## src/rtl/ysyx_25030085_pkg.sv

```systemverilog
// ============================================================================
// Module   : ysyx_25030085_pkg
// Brief    : Shared integer-core widths and register-address helpers.
// Revision : 1.0 - initial release
// ============================================================================
`default_nettype none

package ysyx_25030085_pkg;

    localparam int XLEN     = 32;
    localparam int REG_AW   = 5;
    localparam int NUM_REGS = 32;

    typedef logic [REG_AW-1:0] reg_addr_t;

    function automatic logic [NUM_REGS-1:0] reg_onehot(input reg_addr_t addr);
        return NUM_REGS'(1) << addr;
    endfunction

endpackage

`default_nettype wire

```

## src/rtl/ysyx_25030085_scoreboard.sv

```systemverilog
// ============================================================================
// Module   : ysyx_25030085_scoreboard
// Brief    : Per-register pending-load bits with decode, EXU and response reads.
// Revision : 1.0 - initial release
// ============================================================================
`default_nettype none

module ysyx_25030085_scoreboard
    import ysyx_25030085_pkg::*;
(
    input  logic      clk,
    input  logic      rst,
    input  logic      set_en,
    input  reg_addr_t set_rd,
    input  logic      clr_en,
    input  reg_addr_t clr_rd,
    input  reg_addr_t dec_rs1,
    input  reg_addr_t dec_rs2,
    input  reg_addr_t dec_rd,
    input  reg_addr_t exu_rd,
    input  reg_addr_t resp_rd,
    output logic      pend_rs1,
    output logic      pend_rs2,
    output logic      pend_rd,
    output logic      pend_exu,
    output logic      pend_resp
);

    logic [NUM_REGS-1:0] r_pending;
    logic [NUM_REGS-1:0] w_set_mask;
    logic [NUM_REGS-1:0] w_clr_mask;
    logic [NUM_REGS-1:0] w_pending_next;

    always_comb begin
        w_set_mask = (set_en && set_rd != '0) ? reg_onehot(set_rd) : '0;
        w_clr_mask = clr_en ? reg_onehot(clr_rd) : '0;
        // OR-ing the set after the clear lets a same-cycle reissue keep the bit
        w_pending_next = ((r_pending & ~w_clr_mask) | w_set_mask) & ~NUM_REGS'(1);
    end

    always_ff @(posedge clk) begin
        if (rst) begin
            r_pending <= '0;
        end else begin
            r_pending <= w_pending_next;
        end
    end

    assign pend_rs1  = r_pending[dec_rs1];
    assign pend_rs2  = r_pending[dec_rs2];
    assign pend_rd   = r_pending[dec_rd];
    assign pend_exu  = r_pending[exu_rd];
    assign pend_resp = r_pending[resp_rd];

endmodule

`default_nettype wire

```

## src/rtl/ysyx_25030085_wb_sched.sv

```systemverilog
// ============================================================================
// Module   : ysyx_25030085_wb_sched
// Brief    : Register-file write-back arbiter for EXU results and load data.
// Revision : 1.0 - initial release
// ============================================================================
`default_nettype none

module ysyx_25030085_wb_sched
    import ysyx_25030085_pkg::*;
#(
    parameter  int MAX_OUTSTANDING = 4,
    parameter  int STARVE_LIMIT    = 3,
    localparam int CNT_W           = $clog2(MAX_OUTSTANDING + 1)
) (
    input  logic             clk,
    input  logic             rst,
    input  logic             exu_valid,
    output logic             exu_ready,
    input  reg_addr_t        exu_rd,
    input  logic [XLEN-1:0]  exu_data,
    input  logic             ld_issue_valid,
    output logic             ld_issue_ready,
    input  reg_addr_t        ld_issue_rd,
    input  logic             ld_resp_valid,
    output logic             ld_resp_ready,
    input  reg_addr_t        ld_resp_rd,
    input  logic [XLEN-1:0]  ld_resp_data,
    input  reg_addr_t        dec_rs1,
    input  reg_addr_t        dec_rs2,
    input  reg_addr_t        dec_rd,
    output logic             dec_stall,
    output logic             rf_wen,
    output reg_addr_t        rf_waddr,
    output logic [XLEN-1:0]  rf_wdata,
    output logic [CNT_W-1:0] outstanding,
    output logic             proto_err
);

    localparam int                SW        = $clog2(STARVE_LIMIT + 1);
    localparam logic [SW-1:0]     STARVE_MAX = SW'(STARVE_LIMIT);
    localparam logic [CNT_W-1:0]  CNT_MAX    = CNT_W'(MAX_OUTSTANDING);

    logic [CNT_W-1:0] r_outstanding;
    logic [CNT_W-1:0] w_outstanding_next;
    logic [SW-1:0]    r_starve_cnt;
    logic             r_proto_err;

    logic w_pend_rs1, w_pend_rs2, w_pend_rd, w_pend_exu, w_pend_resp;
    logic w_exu_wins, w_exu_eligible, w_exu_hs, w_resp_hs, w_issue_hs;
    logic w_arb_loss, w_resp_bad;

    ysyx_25030085_scoreboard u_scoreboard (
        .clk       (clk),
        .rst       (rst),
        .set_en    (w_issue_hs),
        .set_rd    (ld_issue_rd),
        .clr_en    (w_resp_hs),
        .clr_rd    (ld_resp_rd),
        .dec_rs1   (dec_rs1),
        .dec_rs2   (dec_rs2),
        .dec_rd    (dec_rd),
        .exu_rd    (exu_rd),
        .resp_rd   (ld_resp_rd),
        .pend_rs1  (w_pend_rs1),
        .pend_rs2  (w_pend_rs2),
        .pend_rd   (w_pend_rd),
        .pend_exu  (w_pend_exu),
        .pend_resp (w_pend_resp)
    );

    // EXU may only write a register that has no load still in flight to it
    assign w_exu_wins     = (r_starve_cnt == STARVE_MAX);
    assign w_exu_eligible = exu_valid & ~w_pend_exu;

    assign exu_ready      = ~rst & w_exu_eligible & (w_exu_wins | ~ld_resp_valid);
    assign ld_resp_ready  = ~rst & ~(w_exu_wins & w_exu_eligible);
    assign ld_issue_ready = ~rst & (r_outstanding < CNT_MAX);

    assign w_exu_hs   = exu_valid & exu_ready;
    assign w_resp_hs  = ld_resp_valid & ld_resp_ready;
    assign w_issue_hs = ld_issue_valid & ld_issue_ready;
    assign w_arb_loss = w_exu_eligible & ~exu_ready;
    assign w_resp_bad = (ld_resp_rd != '0 && !w_pend_resp) || (r_outstanding == '0);

    assign dec_stall = (dec_rs1 != '0 && w_pend_rs1)
                     | (dec_rs2 != '0 && w_pend_rs2)
                     | (dec_rd  != '0 && w_pend_rd);

    always_comb begin
        rf_wen   = 1'b0;
        rf_waddr = exu_rd;
        rf_wdata = exu_data;
        if (w_resp_hs) begin
            rf_wen   = (ld_resp_rd != '0);
            rf_waddr = ld_resp_rd;
            rf_wdata = ld_resp_data;
        end else if (w_exu_hs) begin
            rf_wen   = (exu_rd != '0);
        end
    end

    always_comb begin
        w_outstanding_next = r_outstanding;
        unique case ({w_issue_hs, w_resp_hs})
            2'b10:   w_outstanding_next = r_outstanding + CNT_W'(1);
            2'b01:   if (r_outstanding != '0) w_outstanding_next = r_outstanding - CNT_W'(1);
            default: w_outstanding_next = r_outstanding;
        endcase
    end

    always_ff @(posedge clk) begin
        if (rst) begin
            r_outstanding <= '0;
            r_starve_cnt  <= '0;
            r_proto_err   <= 1'b0;
        end else begin
            r_outstanding <= w_outstanding_next;
            if (!exu_valid || w_exu_hs) begin
                r_starve_cnt <= '0;
            end else if (w_arb_loss && r_starve_cnt != STARVE_MAX) begin
                r_starve_cnt <= r_starve_cnt + SW'(1);
            end
            if (w_resp_hs && w_resp_bad) begin
                r_proto_err <= 1'b1;
            end
        end
    end

    assign outstanding = r_outstanding;
    assign proto_err   = r_proto_err;

endmodule

`default_nettype wire

```

## config.mk

```make
export PLATFORM = sky130hd
export DESIGN_NAME = ysyx_25030085_wb_sched
export DESIGN_NICKNAME = d
export VERILOG_FILES = /design/src/rtl/ysyx_25030085_pkg.sv /design/src/rtl/ysyx_25030085_scoreboard.sv /design/src/rtl/ysyx_25030085_wb_sched.sv
export SDC_FILE = /design/constraint.sdc
export NUM_CORES = 1
export LEC_CHECK = 0
export BUFFER_PORTS_ARGS = -buffer_cell sky130_fd_sc_hd__buf_2
export CAP_MARGIN = 25
export CORE_AREA = 2 2 89 91
export CTS_CLUSTER_SIZE = 28
export DETAILED_ROUTE_END_ITERATION = 16
export DIE_AREA = 0 0 91 93
export HOLD_SLACK_MARGIN = 0.03
export PLACE_DENSITY = 0.81
export SLEW_MARGIN = 20
export SYNTH_ARGS = -nofsm -noshare
export SYNTH_HDL_FRONTEND = slang
export SYNTH_SLANG_ARGS = --single-unit
export TNS_END_PERCENT = 1
```

## constraint.sdc

```tcl
create_clock -name clk -period 4.2 [get_ports clk]
set_input_delay 0.63 -clock clk [delete_from_list [all_inputs] [get_ports clk]]
set_output_delay 0.63 -clock clk [all_outputs]
set_load 0.05 [all_outputs]
```

* After elaboration in Yosys (flattened, before gate mapping)
Cells that the tools add are included.
Operators by class: magnitude comparators 6, shift-type cells 2, add/sub/neg operators 3, reduce and logical (&&, ||, !) cells 22, muxes and demuxes 18, eq/ne operators 5, bitwise gates (word level) 21
Operator list (number):
- $mux W32 | 3
- $shl A1 B5 Y32 const A | 2
- $and A32 B32 Y32 | 1
- $not A32 Y32 | 1
- $or A32 B32 Y32 | 1
- $lt A5 B6 Y1 const B | 5
- $reduce_bool A5 Y1 | 6
- $bmux W1 S5 | 5
- $and A1 B1 Y1 | 10
- $logic_and A1 B1 Y1 | 7
- $mux W1 | 7
- $pmux W3 S2 | 1
- $mux W5 | 1
- $not A1 Y1 | 5
- $eq A2 B2 Y1 const B | 2
- $ne A2 B2 Y1 const B | 2
- $add A3 B1 Y3 const B | 1
- $logic_not A3 Y1 | 1
- $lt A3 B3 Y1 const B | 1
- $mux W3 | 1
- $or A1 B1 Y1 | 3
- $reduce_bool A3 Y1 | 1
- $sub A3 B1 Y3 const B | 1
- $add A2 B1 Y2 const B | 1
- other kinds (6) | 8
Storage, ports and cells: output and inout bits 46, bits in registers 38, input bits 99, logic and storage cells 82

* Longest topological paths before layout
Gate-level depths: netlist of the first run.
word-level depth 12, gate-level depth with buffers 15, mapped depth without buffers 11

* Modules after synthesis
From an unflattened synthesis of the first run, not the netlist that was laid out.
Second synthesis, totals: cell total of the unflattened synthesis 529, area, all modules 3776.1 um^2
Modules (own cells, without submodules):
- ysyx_25030085_scoreboard | area an instance 2831.5 um^2, times used 1, cells an instance 346, sequential area each 620.6 um^2
- ysyx_25030085_wb_sched | area an instance 944.7 um^2, times used 1, cells an instance 183, sequential area each 120.1 um^2

* Least setup slack after synthesis of the first run
No wires, ideal clock.
path kind input to output, start in exu_rd[0], end out rf_wen, required time 3.570 ns, setup slack 0.305 ns, arrival 3.265 ns, stages on the path 7, path buffers 1, path through buf_4 mux4_2 nand2b_1 a41o_1 o22ai_1 nand2_1 o32ai_1
On the way: longest elaborated chain between the ends 9, elaborated cells on any way between the ends 14, those cells by class mux (4); bitwise (9); reduce/logical (1)
RTL lines:
- start: declaration | RTL line ysyx_25030085_wb_sched.sv:19 | input reg_addr_t exu_rd,
- $bmux W1 S5 | RTL line ysyx_25030085_scoreboard.sv:52 | assign pend_exu = r_pending[exu_rd];
- $mux W1 (not written as such) | RTL line ysyx_25030085_scoreboard.sv:52
- $not A1 Y1 | RTL line ysyx_25030085_wb_sched.sv:73 | assign w_exu_eligible = exu_valid & ~w_pend_exu;
- $and A1 B1 Y1 | RTL line ysyx_25030085_wb_sched.sv:73
- $and A1 B1 Y1, on equally long branches | RTL line ysyx_25030085_wb_sched.sv:75, ysyx_25030085_wb_sched.sv:76
- $and A1 B1 Y1 / $not A1 Y1 (equally long branches) | RTL line ysyx_25030085_wb_sched.sv:75, ysyx_25030085_wb_sched.sv:76
- $and A1 B1 Y1, on equally long branches | RTL line ysyx_25030085_wb_sched.sv:79, ysyx_25030085_wb_sched.sv:76
- $mux W1 / $and A1 B1 Y1 (equally long branches) | RTL line ysyx_25030085_wb_sched.sv:97, ysyx_25030085_wb_sched.sv:80
- $mux W1 * | RTL line ysyx_25030085_wb_sched.sv:93 | if (w_resp_hs) begin
- end: declaration | RTL line ysyx_25030085_wb_sched.sv:32 | output logic rf_wen,
Every way passes the cells marked *; elsewhere a longest branch is shown, timed or not. The select of a mux whose other input is x is not followed.

* Final worst setup path of the first run
start in exu_rd[0], end out rf_wdata[4]
On the way: longest elaborated chain between the ends 9
RTL lines:
- $bmux W1 S5 | RTL line ysyx_25030085_scoreboard.sv:52
- $mux W1 (not written as such) | RTL line ysyx_25030085_scoreboard.sv:52
- $not A1 Y1 | RTL line ysyx_25030085_wb_sched.sv:73
- $and A1 B1 Y1 | RTL line ysyx_25030085_wb_sched.sv:73
- $and A1 B1 Y1 | RTL line ysyx_25030085_wb_sched.sv:76 | assign ld_resp_ready = ~rst & ~(w_exu_wins & w_exu_eligible);
- $not A1 Y1 | RTL line ysyx_25030085_wb_sched.sv:76
- $and A1 B1 Y1 | RTL line ysyx_25030085_wb_sched.sv:76
- $and A1 B1 Y1 | RTL line ysyx_25030085_wb_sched.sv:80 | assign w_resp_hs = ld_resp_valid & ld_resp_ready;
- $mux W32 | RTL line ysyx_25030085_wb_sched.sv:93
- end: declaration | RTL line ysyx_25030085_wb_sched.sv:34 | output logic [XLEN-1:0] rf_wdata,
No other way between the ends. The select of a mux whose other input is x is not followed.

==> flow_metrics.tcl, run 1 <==
set metrics [dict create \
    worstPathCellList "buf_2, mux4_2, o2bb2ai_1, o21ai_0, o32ai_4, or3_2, buf_12, mux2_2, buf_2" \
    synth_edf_count 0 \
    synthCells 362 \
    cts.sinks 37 \
    start_kind "input port" \
    holdPathEnd "proto_err" \
    synth_common_cells "mux4_2 (41), dfxtp_1 (37), nand2_1 (34)" \
    dieArea_um2 8463 \
    die-width_um 91 \
    io_buffers 144 \
    p_seq_share_pct 34.0 \
    die_h_um 93 \
    wire_per_inst_um 19.41 \
    timing.critical_path.mode_cell "buf_2" \
    min_period_over_period_pct 90.16 \
    setup_tns_ns 0 \
    cts_tree "yes" \
    rr_worst_depth 11 \
    synth_area_um2 3667 \
    vias 3762 \
    timing.rr.start "u_scoreboard.r_pending[31]" \
    min_path_cells 2 \
    antenna_left 0 \
    path_class "in -> out" \
    grt_max_degree 40 \
    finalHoldViolCount 0 \
    synth.top_cells.by_area "mux4_2 (25%), dfxtp_1 (20%), mux2_4 (7.8%)" \
    gp_congestion 0.9078 \
    ys_seq_elements 37 \
    routed_wl_um 11380 \
    worst_clock_skew_ns 0.01273 \
    dp_slack_ns 0.4089 \
    swShare_pct 36.17 \
    clk_pin_slew_ns 0.07 \
    drv_cap 0 \
    synthFlopType "dfxtp_1" \
    layout-drive-gt1-share_pct 49.17 \
    synth-seq-area-share_pct 20.20 \
    drc_errors 0 \
    critPathCaptureType "output port" \
    ir_worst_vdd_mv 0.1386 \
    first_global_vias 3613 \
    crit_required_ns 3.57 \
    avgSynthCellArea_um2 10.13 \
    outcome "finished clean" \
    cts_buffers 5 \
    ctsHoldBuffers 0 \
    finalCriticalPeriod_ns 3.787 \
    worst_path_largest_cell_delay_ns 0.55 \
    rr_endpoint "outstanding[1]" \
    cts_root_buf "clkbuf_8" \
    initial_core_util_pct 48.72 \
    worstHoldPathType "reg -> reg" \
    crit_slowest_cell "mux4_2" \
    drt_first_pass_iters 5 \
    hold_start "proto_err" \
    cts_setup_buffers 0 \
    cellLeakagePower_nw 1.820 \
    synth_top_area_cell "mux4_2" \
    dp_hpwl_um 8800 \
    worst_ep_arrival_time_ns 3.16 \
    viasPerCell 6.420 \
    synth.distinct_cells 46 \
    rows 32 \
    power_per_cell_area_nw_per_um2 238.1 \
    htreeDepth 2 \
    max_slew_margin_pct 54.32 \
    diodes 0 \
    crit_buf_inv 3 \
    synthArstFlopShare_pct 0 \
    coreArea_um2 7527 \
    grt_pass1_wl_um 18350 \
    yosysMostFrequentCell "mux4_2" \
    cts_max_path_buffers 2 \
    fin_ws_ns 0.4133 \
    comb_power_share_pct 35.4 \
    fin_nets 584 \
    final_util_pct 59.67 \
    clock_latency_ns 0.30 \
    grt_antenna_before_repair 0 \
    fmax_mhz 264.1 \
    syn-num-nets 463 \
    yosysWarnings 0 \
    final-setup-viol-count 0 \
    internal-power_w 0.0006827 \
    grt_overflow 0 \
    pwr-share-clk_pct 30.5 \
    drtIter0Drc 425 \
    critPathMaxFanout 36 \
    n_fill_cell 648 \
    grt_usage_pct 26.57 \
    area_growth_pct 22.48 \
    critPathTopFamily "multiplexers" \
    synth_top_area_share_pct 25.18 \
    p_sw_w 0.0003868 \
    postCtsResizedCells 0 \
    io_pins 145 \
    maxSlewViolCount 0 \
    r2r_slack_ns 1.09 \
    rsz0062_at_grt "false" \
    worst-slew-pin-transition_ns 0.6852 \
]
==> metal layers <==
| layer | vias to the layer above | global-route usage [%] | wire length [µm] |
|---|---|---|---|
| li1 | 1675 | - | - |
| met1 | 1817 | 35.95 | 4594 |
| met2 | 239 | 43.64 | 5534 |
| met3 | 31 | 3.546 | 936 |
| met4 | 0 | 10.35 | 310 |
| met5 | - | 0 | 0 |
==> cell usage in the layout (no fill, tap or decap), types with 11 or more instances in the layout <==
master and count:
a21oi_1 19, nor2_1 11, mux2_2 21, o21ai_0 15
mux4_2 41, nand2_1 34, buf_2 144, inv_1 16
mux2_4 19, nor4b_1 11, o31ai_1 17, dfxtp_1 37
nand3_1 14
==> worst register-to-register path: stages (launching register included) <==
cell and delay [ns]:
dfxtp_1 0.38, mux4_2 0.49, o2bb2ai_1 0.15, o21ai_0 0.17, o32ai_4 0.30, buf_4 0.39, nor2_1 0.11, nand3_1 0.13
fa_1 0.43, nor3_1 0.21, a21oi_1 0.06, o31ai_1 0.19
==> power by group through the flow <==
stage | Combinational, W | Clock [W] | Sequential, W
floorplan | 0.000262 | 0 | 0.000381
global placement | 0.000369 | 0 | 0.000371
detailed placement | 0.000376 | 0 | 0.000372
CTS | 0.000377 | 0.000326 | 0.000364
global route | 0.000399 | 0.000338 | 0.000365
finish | 0.000379 | 0.000327 | 0.000364
==> worst max path at each step <==
stage,from,endpoint,cells after the start
detailed placement,exu_rd[0],rf_wdata[4],9
CTS,exu_rd[0],rf_wdata[4],9
global route,exu_rd[0],rf_wdata[0],9
global placement,exu_rd[0],rf_wdata[0],9
finish,exu_rd[0],rf_wdata[4],9
floorplan,exu_rd[0],rf_wen,7
==> registers in the layout (all words and copies together), names as in the netlist <==
| register | count |
|---|---|
| outstanding | 3 |
| u_scoreboard.r_pending | 31 |
| proto_err | 1 |
| r_starve_cnt | 2 |
==> cells by family (layout without fill, tap and decap cells) <==
group	after synthesis	in the layout	synth area share [%]
adders and majority gates	2	2	0.8870
buffers and inverters	48	170	6.551
and+or+nand+nor	102	102	14.53
DFF	37	37	20.20
AOI/OAI and AO/OA	82	82	15.63
muxes	91	91	42.20
==> layout make-up <==
cell class	count	area, µm²	share of cell area (%)
flip-flops and latches	37	740.7	16.49
repair buffers	146	748.2	16.66
multi-input cells	277	2699	60.08
clock inverters	1	30.03	0.6685
well taps	102	127.6	2.841
clock buffers	7	86.33	1.922
inverters	16	60.06	1.337
==> through the flow <==
step	std cells	cell area [µm²]	total power, W	hold slack (ns)
after floorplan	362	3667	0.0006427	0.4785
after global placement	578	4375	0.0007406	0.4577
after detailed placement	578	4375	0.0007478	0.4727
after CTS	586	4492	0.001066	0.4828
after global routing	586	4492	0.001102	0.5273
final	586	4492	0.001070	0.4795
(Power assumes the default switching activity.)
==> inputs of run 2 (changes only) <==
--- a/config.mk
+++ b/config.mk
@@ -12,6 +12,7 @@
 export DETAILED_ROUTE_END_ITERATION = 16
 export DIE_AREA = 0 0 91 93
 export HOLD_SLACK_MARGIN = 0.03
+export MAX_ROUTING_LAYER = met4
 export PLACE_DENSITY = 0.81
 export SLEW_MARGIN = 20
 export SYNTH_ARGS = -nofsm -noshare
==> flow_metrics.tcl, run 2 (same netlist as run 1, synthesis figures left out) <==
set metrics [dict create \
    worst-slew-pin-transition_ns 0.7491 \
    max_slew_margin_pct 49.95 \
    largest_reg_flops 31 \
    ctsHoldBuffers 0 \
    n_fill_cell 643 \
    htreeDepth 2 \
    diodes 0 \
    grt_usage_pct 28.14 \
    clk_pin_slew_ns 0.08 \
    path_class "in -> out" \
    min_period_over_period_pct 92.81 \
    first_global_vias 3786 \
    die_h_um 93 \
    cts_root_buf "clkbuf_8" \
    io_buffers 144 \
    drc_errors 0 \
    fmax_mhz 256.5 \
    layout-drive-gt1-share_pct 49.38 \
    finalCriticalPeriod_ns 3.898 \
    die-width_um 91 \
    power_per_cell_area_nw_per_um2 235.8 \
    crit_slowest_cell "mux4_2" \
    dp_hpwl_um 8964 \
    finalHoldViolCount 0 \
    outcome "finished clean" \
    layout_common_cells "buf_2 (144), mux4_2 (41), dfxtp_1 (37)" \
    worst_ep_arrival_time_ns 3.27 \
    critPathCaptureType "output port" \
    timing.critical_path.mode_cell "buf_2" \
    drv_cap 0 \
    cts_max_path_buffers 2 \
    fin_nets 584 \
    gp_congestion 0.9001 \
    grt_overflow 0 \
    worst_clock_skew_ns 0.01039 \
    timing.rr.start "u_scoreboard.r_pending[31]" \
    grt_max_degree 40 \
    final-setup-viol-count 0 \
    crit_required_ns 3.57 \
    setup_tns_ns 0 \
    wire_per_inst_um 19.79 \
    clock_latency_ns 0.30 \
    coreArea_um2 7527 \
    vias 3777 \
    cellLeakagePower_nw 1.816 \
    dieArea_um2 8463 \
    grt_pass1_wl_um 18820 \
    drt_first_pass_iters 6 \
    cts_setup_buffers 0 \
    rows 32 \
    cts_buffers 5 \
    crit_path_start "exu_rd[0]" \
    drtIter0Drc 355 \
    grt_antenna_before_repair 0 \
    maxSlewViolCount 0 \
    critPathMaxFanout 31 \
    largest-register "u_scoreboard.r_pending" \
    worst_path_largest_cell_delay_ns 0.54 \
    rsz0062_at_grt "false" \
    layout_commonest_cell "buf_2" \
    start_kind "input port" \
    ir_worst_vdd_mv 0.1157 \
    antenna_left 0 \
    fin_cells 586 \
    worstPathCellList "buf_2, mux4_2, o2bb2ai_1, o21ai_0, o32ai_4, or3_2, buf_12, mux2_2, buf_2" \
    hold_start "proto_err" \
    power.total_w 0.001059 \
    cts.sinks 37 \
    io_pins 145 \
    viasPerCell 6.445 \
    area_growth_pct 22.45 \
    initial_core_util_pct 48.72 \
    placed_cells_incl_taps 578 \
    postCtsResizedCells 0 \
    worstHoldPathType "reg -> reg" \
    cts_tree "yes" \
    routed_wl_um 11600 \
]
-- run 2: area by class of cell --
cell class | count | area (µm²) | share of cell area (%)
multi-input combinational | 277 | 2699 | 60.10
timing repair buffer | 146 | 748.2 | 16.66
sequential | 37 | 740.7 | 16.49
tap | 102 | 127.6 | 2.842
clock buffer | 5 | 68.82 | 1.532
inverter | 16 | 60.06 | 1.337
clock inverter | 3 | 46.29 | 1.031
-- run 2: through the flow --
step	utilization [%]	setup slack [ns]	hold slack, ns	instance area, µm²
after CTS	59.66	0.3097	0.4957	4491
after floorplan	-	0.3047	0.4785	3667
final	59.66	0.3019	0.4907	4491
after global routing	59.66	0.1627	0.5153	4491
after detailed placement	58.13	0.3136	0.4687	4375
after global placement	58.13	0.3648	0.4579	4375
-- run 2: routing by layer --
layer  global-route usage [%]  up-vias  wire length [µm]
li1                         -     1684                 -
met1                    34.76     1780              4451
met2                    45.86      264              5609
met3                    5.479       49              1153
met4                    11.36        0               382
met5                        -        -                 0
-- run 2: worst paths after layout --
check,end,slack (ns),depth (start not counted)
worst min-delay path,proto_err,0.49,2
worst min register to register,proto_err,0.49,2
worst max-delay path,rf_wdata[12],0.30,9
worst max register to register,outstanding[1],1.14,11
-- run 2: worst max-delay path, delay by kind of cell --
| family | cells | cell delay, ns |
|---|---|---|
| buffers and inverters | 3 | 0.76 |
| and+or+nand+nor | 1 | 0.31 |
| AOI/OAI and AO/OA | 3 | 0.64 |
| muxes | 2 | 0.90 |
-- run 2: power by group --
part,total [W],internal [W],switching [W],leakage (nW)
Clock,0.000316,0.000178,0.000138,0.0543
Combinational,0.000379,0.000133,0.000246,1.46
Sequential,0.000364,0.000356,0.00000797,0.299
Total,0.00106,0.000667,0.000392,1.82
